[config.mk]
export PLATFORM = sky130hd
export DESIGN_NAME = dpi_stream_sequencer_flat
export DESIGN_NICKNAME = d
export VERILOG_FILES = /design/src/rtl/dpi_stream_sequencer_if.sv /design/src/rtl/dpi_stream_sequencer.sv /design/src/flat_wrapper.sv
export SDC_FILE = /design/constraint.sdc
export NUM_CORES = 2
export LEC_CHECK = 0
export ABC_AREA = 1
export CORE_ASPECT_RATIO = 0.8
export CORE_UTILIZATION = 35
export CTS_CLUSTER_DIAMETER = 150
export DETAILED_ROUTE_END_ITERATION = 10
export PLACE_DENSITY = 0.61
export SKIP_CTS_REPAIR_TIMING = 1
export SLEW_MARGIN = 20
export SYNTH_ARGS = -nofsm -noshare
export SYNTH_HDL_FRONTEND = slang
export SYNTH_SLANG_ARGS = --single-unit
[constraint.sdc]
create_clock -name clk -period 5.7 [get_ports clk]
set_clock_uncertainty 0.05 [all_clocks]
set_input_delay 0.57 -clock clk [delete_from_list [all_inputs] [get_ports clk]]
set_output_delay 0.57 -clock clk [all_outputs]
set_load 0.03 [all_outputs]
[src/rtl/dpi_stream_sequencer_if.sv]
`default_nettype none
// ============================================================================
// Module      : dpi_stream_sequencer_if
// Description : Bundles the packet-ingress handshake and the matcher-facing
//               control/data bus of the DPI stream sequencer.
//               slave  - the sequencer side (consumes packets, drives matcher)
//               master - the packet source / matcher observer side
//   pkt_data/pkt_vld/pkt_sop/pkt_eop/pkt_key : packet byte stream in
//   pkt_rdy                                  : sequencer ready for a byte
//   char_in/char_in_vld                      : byte to the matcher
//   load_state/stream_id/new_stream_id       : matcher state-restore control
//   eop/enable                               : end-of-packet and stream enable
// Revision    : 1.0 - initial release
// ============================================================================
interface dpi_stream_sequencer_if;
    logic [7:0]  pkt_data;
    logic        pkt_vld;
    logic        pkt_sop;
    logic        pkt_eop;
    logic [15:0] pkt_key;
    logic        pkt_rdy;
    logic [7:0]  char_in;
    logic        char_in_vld;
    logic        load_state;
    logic [5:0]  stream_id;
    logic        new_stream_id;
    logic        eop;
    logic        enable;

    modport slave (
        input  pkt_data, pkt_vld, pkt_sop, pkt_eop, pkt_key,
        output pkt_rdy, char_in, char_in_vld, load_state, stream_id,
               new_stream_id, eop, enable
    );

    modport master (
        output pkt_data, pkt_vld, pkt_sop, pkt_eop, pkt_key,
        input  pkt_rdy, char_in, char_in_vld, load_state, stream_id,
               new_stream_id, eop, enable
    );
endinterface
`default_nettype wire

[src/rtl/dpi_stream_sequencer.sv]
`default_nettype none
// ============================================================================
// Module      : dpi_stream_sequencer
// Description : Sequences a packet byte stream into a stateful matcher. Each
//               packet's flow key is looked up in a 64-entry flow table
//               (round-robin allocation/eviction on a miss); the matcher is
//               told to restore state (load_state), fed the bytes
//               (char_in/char_in_vld) and finally given an eop pulse with the
//               per-stream enable.
// Ports       : clk, rst (async, active-high), enable_mask[63:0],
//               bus (dpi_stream_sequencer_if.slave),
//               pkt_count/new_flow_count [15:0] (only with DPI_SEQ_STATS_EN)
// Parameters  : LOAD_GAP  (>=1, <256) idle cycles between load_state and the
//                         first char_in_vld
//               EOP_DRAIN (>=1, <256) cycles between the last char_in_vld
//                         and eop
// Options     : `define DPI_SEQ_STATS_EN to add the statistics counters
// Revision    : 1.0 - initial release
// ============================================================================
module dpi_stream_sequencer #(
    parameter int LOAD_GAP  = 2,
    parameter int EOP_DRAIN = 3
) (
    input  logic                   clk,
    input  logic                   rst,
    input  logic [63:0]            enable_mask,
    dpi_stream_sequencer_if.slave  bus
`ifdef DPI_SEQ_STATS_EN
    ,
    output logic [15:0]            pkt_count,
    output logic [15:0]            new_flow_count
`endif
);

    localparam logic [2:0] c_ST_IDLE   = 3'd0;
    localparam logic [2:0] c_ST_LOOKUP = 3'd1;
    localparam logic [2:0] c_ST_LOAD   = 3'd2;
    localparam logic [2:0] c_ST_GAP    = 3'd3;
    localparam logic [2:0] c_ST_STREAM = 3'd4;
    localparam logic [2:0] c_ST_DRAIN  = 3'd5;
    localparam logic [2:0] c_ST_EOP    = 3'd6;

    localparam logic [7:0] c_GAP_LAST   = 8'(LOAD_GAP - 1);
    localparam logic [7:0] c_DRAIN_LAST = 8'(EOP_DRAIN - 1);

    logic [2:0]  r_state;
    logic [2:0]  w_state_nxt;

    logic [15:0] r_key_tbl [64];
    logic [63:0] r_valid;
    logic [5:0]  r_alloc_ptr;
    logic [5:0]  r_stream_id;
    logic        r_new_id;

    logic [15:0] r_key;
    logic [7:0]  r_sop_byte;
    logic        r_sop_eop;
    logic [7:0]  r_char;
    logic        r_char_vld;
    logic [7:0]  r_cnt;
    logic        r_rdy_en;

    logic        w_hit;
    logic [5:0]  w_hit_idx;
    logic        w_sop_in_stream;
    logic        w_pkt_rdy;
    logic        w_xfer;
    logic        w_cnt_done;
    logic        w_miss;

    // A new SOP seen while streaming closes the current packet; the byte is
    // held off (ready low) so it is taken again from IDLE.
    assign w_sop_in_stream = (r_state == c_ST_STREAM) & bus.pkt_vld & bus.pkt_sop;
    // r_rdy_en keeps ready low while reset is applied and for the first
    // cycle after release.
    assign w_pkt_rdy = r_rdy_en & ((r_state == c_ST_IDLE) |
                                   ((r_state == c_ST_STREAM) & ~w_sop_in_stream));
    assign w_xfer     = bus.pkt_vld & w_pkt_rdy;
    assign w_cnt_done = ((r_state == c_ST_GAP)   & (r_cnt == c_GAP_LAST)) |
                        ((r_state == c_ST_DRAIN) & (r_cnt == c_DRAIN_LAST));
    assign w_miss     = (r_state == c_ST_LOOKUP) & ~w_hit;

    // Lowest matching valid index wins: scan downward so the last hit kept
    // is the smallest index.
    always_comb begin
        w_hit     = 1'b0;
        w_hit_idx = 6'd0;
        for (int i = 63; i >= 0; i--) begin
            if (r_valid[i] && (r_key_tbl[i] == r_key)) begin
                w_hit     = 1'b1;
                w_hit_idx = 6'(i);
            end
        end
    end

    always_ff @(posedge clk or posedge rst) begin
        if (rst) r_state <= c_ST_IDLE;
        else     r_state <= w_state_nxt;
    end

    always_comb begin
        w_state_nxt = r_state;
        case (r_state)
            c_ST_IDLE:   if (w_xfer && bus.pkt_sop) w_state_nxt = c_ST_LOOKUP;
            c_ST_LOOKUP: w_state_nxt = c_ST_LOAD;
            c_ST_LOAD:   w_state_nxt = c_ST_GAP;
            c_ST_GAP:    if (w_cnt_done) w_state_nxt = r_sop_eop ? c_ST_DRAIN : c_ST_STREAM;
            c_ST_STREAM: if (w_sop_in_stream || (w_xfer && bus.pkt_eop)) w_state_nxt = c_ST_DRAIN;
            c_ST_DRAIN:  if (w_cnt_done) w_state_nxt = c_ST_EOP;
            c_ST_EOP:    w_state_nxt = c_ST_IDLE;
            default:     w_state_nxt = c_ST_IDLE;
        endcase
    end

    always_ff @(posedge clk or posedge rst) begin
        if (rst) begin
            r_valid     <= '0;
            r_alloc_ptr <= '0;
            r_stream_id <= '0;
            r_new_id    <= 1'b0;
            r_key       <= '0;
            r_sop_byte  <= '0;
            r_sop_eop   <= 1'b0;
            r_char      <= '0;
            r_char_vld  <= 1'b0;
            r_cnt       <= '0;
            r_rdy_en    <= 1'b0;
        end else begin
            r_rdy_en   <= 1'b1;
            r_char_vld <= 1'b0;

            if ((r_state == c_ST_IDLE) && w_xfer && bus.pkt_sop) begin
                r_key      <= bus.pkt_key;
                r_sop_byte <= bus.pkt_data;
                r_sop_eop  <= bus.pkt_eop;
            end

            if (r_state == c_ST_LOOKUP) begin
                if (w_hit) begin
                    r_stream_id <= w_hit_idx;
                    r_new_id    <= 1'b0;
                end else begin
                    // A full table simply overwrites the entry at alloc_ptr.
                    r_stream_id          <= r_alloc_ptr;
                    r_new_id             <= 1'b1;
                    r_valid[r_alloc_ptr] <= 1'b1;
                    r_alloc_ptr          <= r_alloc_ptr + 6'd1;
                end
            end

            // One counter serves both GAP and DRAIN; it is zero on entry.
            if (((r_state == c_ST_GAP) || (r_state == c_ST_DRAIN)) && !w_cnt_done)
                r_cnt <= r_cnt + 8'd1;
            else
                r_cnt <= '0;

            if ((r_state == c_ST_GAP) && w_cnt_done) begin
                r_char     <= r_sop_byte;
                r_char_vld <= 1'b1;
            end else if ((r_state == c_ST_STREAM) && w_xfer) begin
                r_char     <= bus.pkt_data;
                r_char_vld <= 1'b1;
            end
        end
    end

    // Keys need no reset: the valid bits qualify them.
    always_ff @(posedge clk) begin
        if (w_miss) r_key_tbl[r_alloc_ptr] <= r_key;
    end

`ifdef DPI_SEQ_STATS_EN
    logic [15:0] r_pkt_count;
    logic [15:0] r_new_flow_count;

    always_ff @(posedge clk or posedge rst) begin
        if (rst) begin
            r_pkt_count      <= '0;
            r_new_flow_count <= '0;
        end else begin
            if (r_state == c_ST_EOP) r_pkt_count      <= r_pkt_count + 16'd1;
            if (w_miss)              r_new_flow_count <= r_new_flow_count + 16'd1;
        end
    end

    assign pkt_count      = r_pkt_count;
    assign new_flow_count = r_new_flow_count;
`endif

    assign bus.pkt_rdy       = w_pkt_rdy;
    assign bus.char_in       = r_char;
    assign bus.char_in_vld   = r_char_vld;
    assign bus.load_state    = (r_state == c_ST_LOAD);
    assign bus.stream_id     = r_stream_id;
    assign bus.new_stream_id = r_new_id;
    assign bus.eop           = (r_state == c_ST_EOP);
    assign bus.enable        = (r_state == c_ST_EOP) & enable_mask[r_stream_id];

endmodule
`default_nettype wire

[src/flat_wrapper.sv]
// flat-port wrapper written by rule: the top's interface ports become plain ports
module dpi_stream_sequencer_flat 
#(
    parameter int LOAD_GAP  = 2,
    parameter int EOP_DRAIN = 3
)
  (clk, rst, enable_mask, bus_pkt_data, bus_pkt_vld, bus_pkt_sop, bus_pkt_eop, bus_pkt_key, bus_pkt_rdy, bus_char_in, bus_char_in_vld, bus_load_state, bus_stream_id, bus_new_stream_id, bus_eop, bus_enable);
  dpi_stream_sequencer_if bus_i ();
  input  logic clk;
  input  logic rst;
  input  logic [63:0] enable_mask;
  input wire logic [$bits(bus_i.pkt_data)-1:0] bus_pkt_data;
  input wire logic [$bits(bus_i.pkt_vld)-1:0] bus_pkt_vld;
  input wire logic [$bits(bus_i.pkt_sop)-1:0] bus_pkt_sop;
  input wire logic [$bits(bus_i.pkt_eop)-1:0] bus_pkt_eop;
  input wire logic [$bits(bus_i.pkt_key)-1:0] bus_pkt_key;
  output wire logic [$bits(bus_i.pkt_rdy)-1:0] bus_pkt_rdy;
  output wire logic [$bits(bus_i.char_in)-1:0] bus_char_in;
  output wire logic [$bits(bus_i.char_in_vld)-1:0] bus_char_in_vld;
  output wire logic [$bits(bus_i.load_state)-1:0] bus_load_state;
  output wire logic [$bits(bus_i.stream_id)-1:0] bus_stream_id;
  output wire logic [$bits(bus_i.new_stream_id)-1:0] bus_new_stream_id;
  output wire logic [$bits(bus_i.eop)-1:0] bus_eop;
  output wire logic [$bits(bus_i.enable)-1:0] bus_enable;
  assign bus_i.pkt_data = bus_pkt_data;
  assign bus_i.pkt_vld = bus_pkt_vld;
  assign bus_i.pkt_sop = bus_pkt_sop;
  assign bus_i.pkt_eop = bus_pkt_eop;
  assign bus_i.pkt_key = bus_pkt_key;
  assign bus_pkt_rdy = bus_i.pkt_rdy;
  assign bus_char_in = bus_i.char_in;
  assign bus_char_in_vld = bus_i.char_in_vld;
  assign bus_load_state = bus_i.load_state;
  assign bus_stream_id = bus_i.stream_id;
  assign bus_new_stream_id = bus_i.new_stream_id;
  assign bus_eop = bus_i.eop;
  assign bus_enable = bus_i.enable;
  dpi_stream_sequencer #(.LOAD_GAP(LOAD_GAP), .EOP_DRAIN(EOP_DRAIN)) u_core (.clk(clk), .rst(rst), .enable_mask(enable_mask), .bus(bus_i));
endmodule
==> impl_metrics.py <==
metrics = {
    "global_routing": {
        "grt_max_degree": 86,
        "groute.usage.overall_pct": 20.3,
        "grt_antenna_before_repair": 2,
        "overflow": 0,
        "number_of_global_route_vias_before_repair": 32600,
        "first_pass_grt_wire_length_um": 218000,
    },
    "final_layout": {
        "drive_gt1_share_pct": 15.8,
        "final.fill_count": 12900,
        "design.final.nets": 4360,
        "diodes": 0,
        "area_delta_synth_final_pct": 18.4,
        "design_area_um2": 58600,
    },
    "critical_path": {
        "path_buf_inv": 1,
        "critPathCaptureType": "flip-flop",
        "worstSetupPathType": "flip-flop to flip-flop",
        "r2r_cells": 61,
        "timing.critical_path.slowest_cell_delay_ps": 570,
        "critical_path.slowest_cell": "dfrtp_4",
        "arrival_ps": 6010,
        "crit-reg2reg-launch": "u_core.r_key[4]",
        "launching_element_type_of_the_critical_path": "flip-flop",
        "critical_path.reg2reg.endpoint": "u_core.bus.stream_id[0]",
        "timing.critical_path.fanout_max": 8,
        "cp_data_required_time_ps": 6300,
        "cp_common_cell": "nand2_1",
        "reg2reg_setup_slack_ps": 290,
        "critical_path.top_delay_family": "simple AND/OR/NAND/NOR gates",
    },
    "placed_design": {
        "placement.io_buffers": 112,
        "gp_routability_congestion": 0.890,
        "place_hpwl_um": 91400,
        "placement.cell_area_um2": 54500,
        "detailedPlace.worstSlack_ps": 295,
    },
    "timing": {
        "transition_at_the_pin_with_the_smallest_max_transition_slack_ps": 1100,
        "timing.slew.headroom_pct": 26.7,
        "grt_setup_unrepaired": "true",
        "tns_ps": 0,
        "fin_crit_sh_pct": 94.9,
        "hold_viol": 0,
        "setup_ws_post_layout_ps": 289,
        "maxSlewViolCount": 0,
        "timing.fmax_mhz": 185,
        "report.final.setup_viol": 0,
        "post-route-min-period_ps": 5410,
    },
    "run": {
        "drv.max_cap_violation_count": 0,
    },
    "floorplan": {
        "die_y_um": 338,
        "coreArea_um2": 141000,
        "die_width_um": 422,
        "design.portCount": 113,
        "dieArea_um2": 143000,
        "floorplan.initialDensity_pct": 35.2,
        "placementRows": 123,
    },
    "logic_synthesis": {
        "synth_enable_flop_cells": 1024,
        "ys_types": 47,
        "yosys_register_bits": 1147,
        "yosysWarnings": 0,
        "synth_cells": 3962,
        "ys_dominant_reg_cell": "edfxtp_1",
        "syn-cell-area_um2": 49500,
        "yosysMostFrequentCell": "edfxtp_1",
        "post-synth-top-area-fraction_pct": 62.1,
        "sequential_cell_area_fraction_in_the_yosys_report_pct": 68.3,
        "synthTopCellsByArea": "edfxtp_1 62%, dfrtp_1 6.2%, nand2_1 4.5%",
        "synth.largest_area_cell": "edfxtp_1",
        "post_synth.cell_area_avg_um2": 12.5,
        "async_flop_share_pct": 10.7,
        "synth_top_cells_by_count": "1024 x edfxtp_1, 591 x nand2_1, 283 x nor2_1, 253 x o21ai_0, 182 x xor2_1",
        "synth_fp_nets": 4059,
    },
    "route": {
        "viasPerCell": 5.56,
        "via_count": 34600,
        "antenna_violating_nets_post_route": 0,
        "drt-pass1-iter-count": 5,
        "drc": 0,
        "drt_iter0_drc": 4006,
        "route.final.wire_length_um": 150000,
        "route.detailed.wl_per_inst_um": 24.0,
    },
    "outcome": {
        "run_status": "finished, final reports clean",
    },
    "hold_path": {
        "timing.hold.worst.class": "input port to asynchronous set/reset pin",
    },
    "power_and_ir_drop": {
        "peakVddDrop_v": 0.000366,
        "finalPower_w": 0.0286,
        "ratio_of_total_power_to_cell_area_nw_per_um2": 489,
        "leakage_power_nw": 20.2,
    },
    "clock_network": {
        "cts_max_path_buffers": 3,
        "clock-root-buffer": "clkbuf_16",
        "clock_latency_ps": 730,
        "number_of_buffers_inserted_during_clock_tree_synthesis": 108,
        "tritoncts": "done",
        "clock_sink_count": 1147,
        "clock_tree.htree_level_count": 3,
        "clkTransAtPathRegs_ps": 60,
    },
}
==> registers in the layout (all words and copies together) (netlist names) <==
signal / cells
u_core.bus.char_in: 8
u_core.bus.char_in_vld: 1
u_core.bus.new_stream_id: 1
u_core.bus.stream_id: 6
u_core.r_alloc_ptr: 6
u_core.r_cnt: 8
u_core.r_key: 16
u_core.r_key_tbl: 1024
u_core.r_rdy_en: 1
u_core.r_sop_byte: 8
u_core.r_sop_eop: 1
u_core.r_state: 3
u_core.r_valid: 64
==> logic make-up (layout without fill, tap and decap cells) <==
family,after synthesis,after routing,share of synthesized area (%)
and+or+nand+nor,1304,1304,11.9
DFF,1147,1147,68.3
AOI/OAI and AO/OA,852,852,11.4
buffers and inverters,384,776,3.40
xor gates and xnor gates,269,269,4.76
adders and majority gates,4,4,0.101
other,1,1,0.00758
muxes,1,1,0.0227
==> power by group <==
part | total [W] | switching (W) | internal [W]
Clock | 0.00745 | 0.00318 | 0.00427
Sequential | 0.0110 | 0.000372 | 0.0106
Combinational | 0.0102 | 0.00713 | 0.00303
==> cells in the final DEF (no fill, tap or decap), types with 12 or more instances in the layout <==
cell / netlist / final
xnor2_1: 87 / 84
buf_4: 15 / 236
o22ai_1: 176 / 176
clkbuf_1: 67 / 31
inv_1: 156 / 152
o211ai_1: 13 / 13
dfrtp_4: 0 / 16
clkbuf_16: 0 / 110
nand4_1: 71 / 71
nor3_1: 16 / 13
clkbuf_8: 0 / 17
a221o_1: 21 / 21
a22o_1: 49 / 49
a2111oi_0: 12 / 12
buf_12: 0 / 46
a21oi_1: 87 / 87
nor2_1: 283 / 281
clkinv_2: 0 / 16
a221oi_1: 116 / 111
nand2_1: 591 / 586
or2_2: 178 / 178
dfrtp_1: 123 / 107
clkdlybuf4s50_1: 0 / 112
xor2_1: 182 / 182
nor4_1: 92 / 92
nand3_1: 53 / 53
o2111ai_1: 33 / 32
a211oi_1: 48 / 47
edfxtp_1: 1024 / 1024
o21ai_0: 253 / 253
o221ai_1: 24 / 24
==> per-layer routing <==
| layer | up-vias | part of all wire [%] | global-route usage [%] |
|---|---|---|---|
| met5 | - | 0 | 0 |
| met1 | 17200 | 44 | 30.5 |
| met4 | 0 | 2.1 | 4.97 |
| li1 | 15300 | - | - |
| met3 | 210 | 10 | 3.79 |
| met2 | 1893 | 43 | 30.2 |
==> stage by stage <==
stage                     cells  utilization (%)  hold WS (ps)
after global routing       6229             41.7           393
after global placement     5995             38.8           391
after floorplan            3962                -           374
final                      6229             41.7           354
after CTS                  6196             41.4           381
after detailed placement   5995             38.8           397
==> worst max path at each step <==
| stage | startpoint | to | slack [ps] | cells after the start |
|---|---|---|---|---|
| floorplan | u_core.r_key[7] | u_core.r_key_tbl[41][0] | 30 | 23 |
| global placement | u_core.r_key[10] | u_core.bus.stream_id[0] | 60 | 71 |
| detailed placement | u_core.r_key[13] | u_core.bus.stream_id[0] | 290 | 67 |
| CTS | u_core.r_key[13] | u_core.bus.stream_id[0] | 260 | 67 |
| global route | u_core.r_key[13] | u_core.bus.stream_id[0] | -290 | 66 |
| finish | u_core.r_key[4] | u_core.bus.stream_id[0] | 290 | 61 |
==> cell type report <==
type / count / area [um^2] / share of cell area [%]
multi-input cells: 2431 / 14100 / 24.0
repair buffers: 404 / 3920 / 6.69
clock buffers: 158 / 3100 / 5.30
clock inverters: 43 / 524 / 0.895
inverters: 171 / 719 / 1.23
flip-flops and latches: 1147 / 33900 / 57.8
well taps: 1875 / 2350 / 4.00
Note: power is estimated with default switching activity, not from simulation.
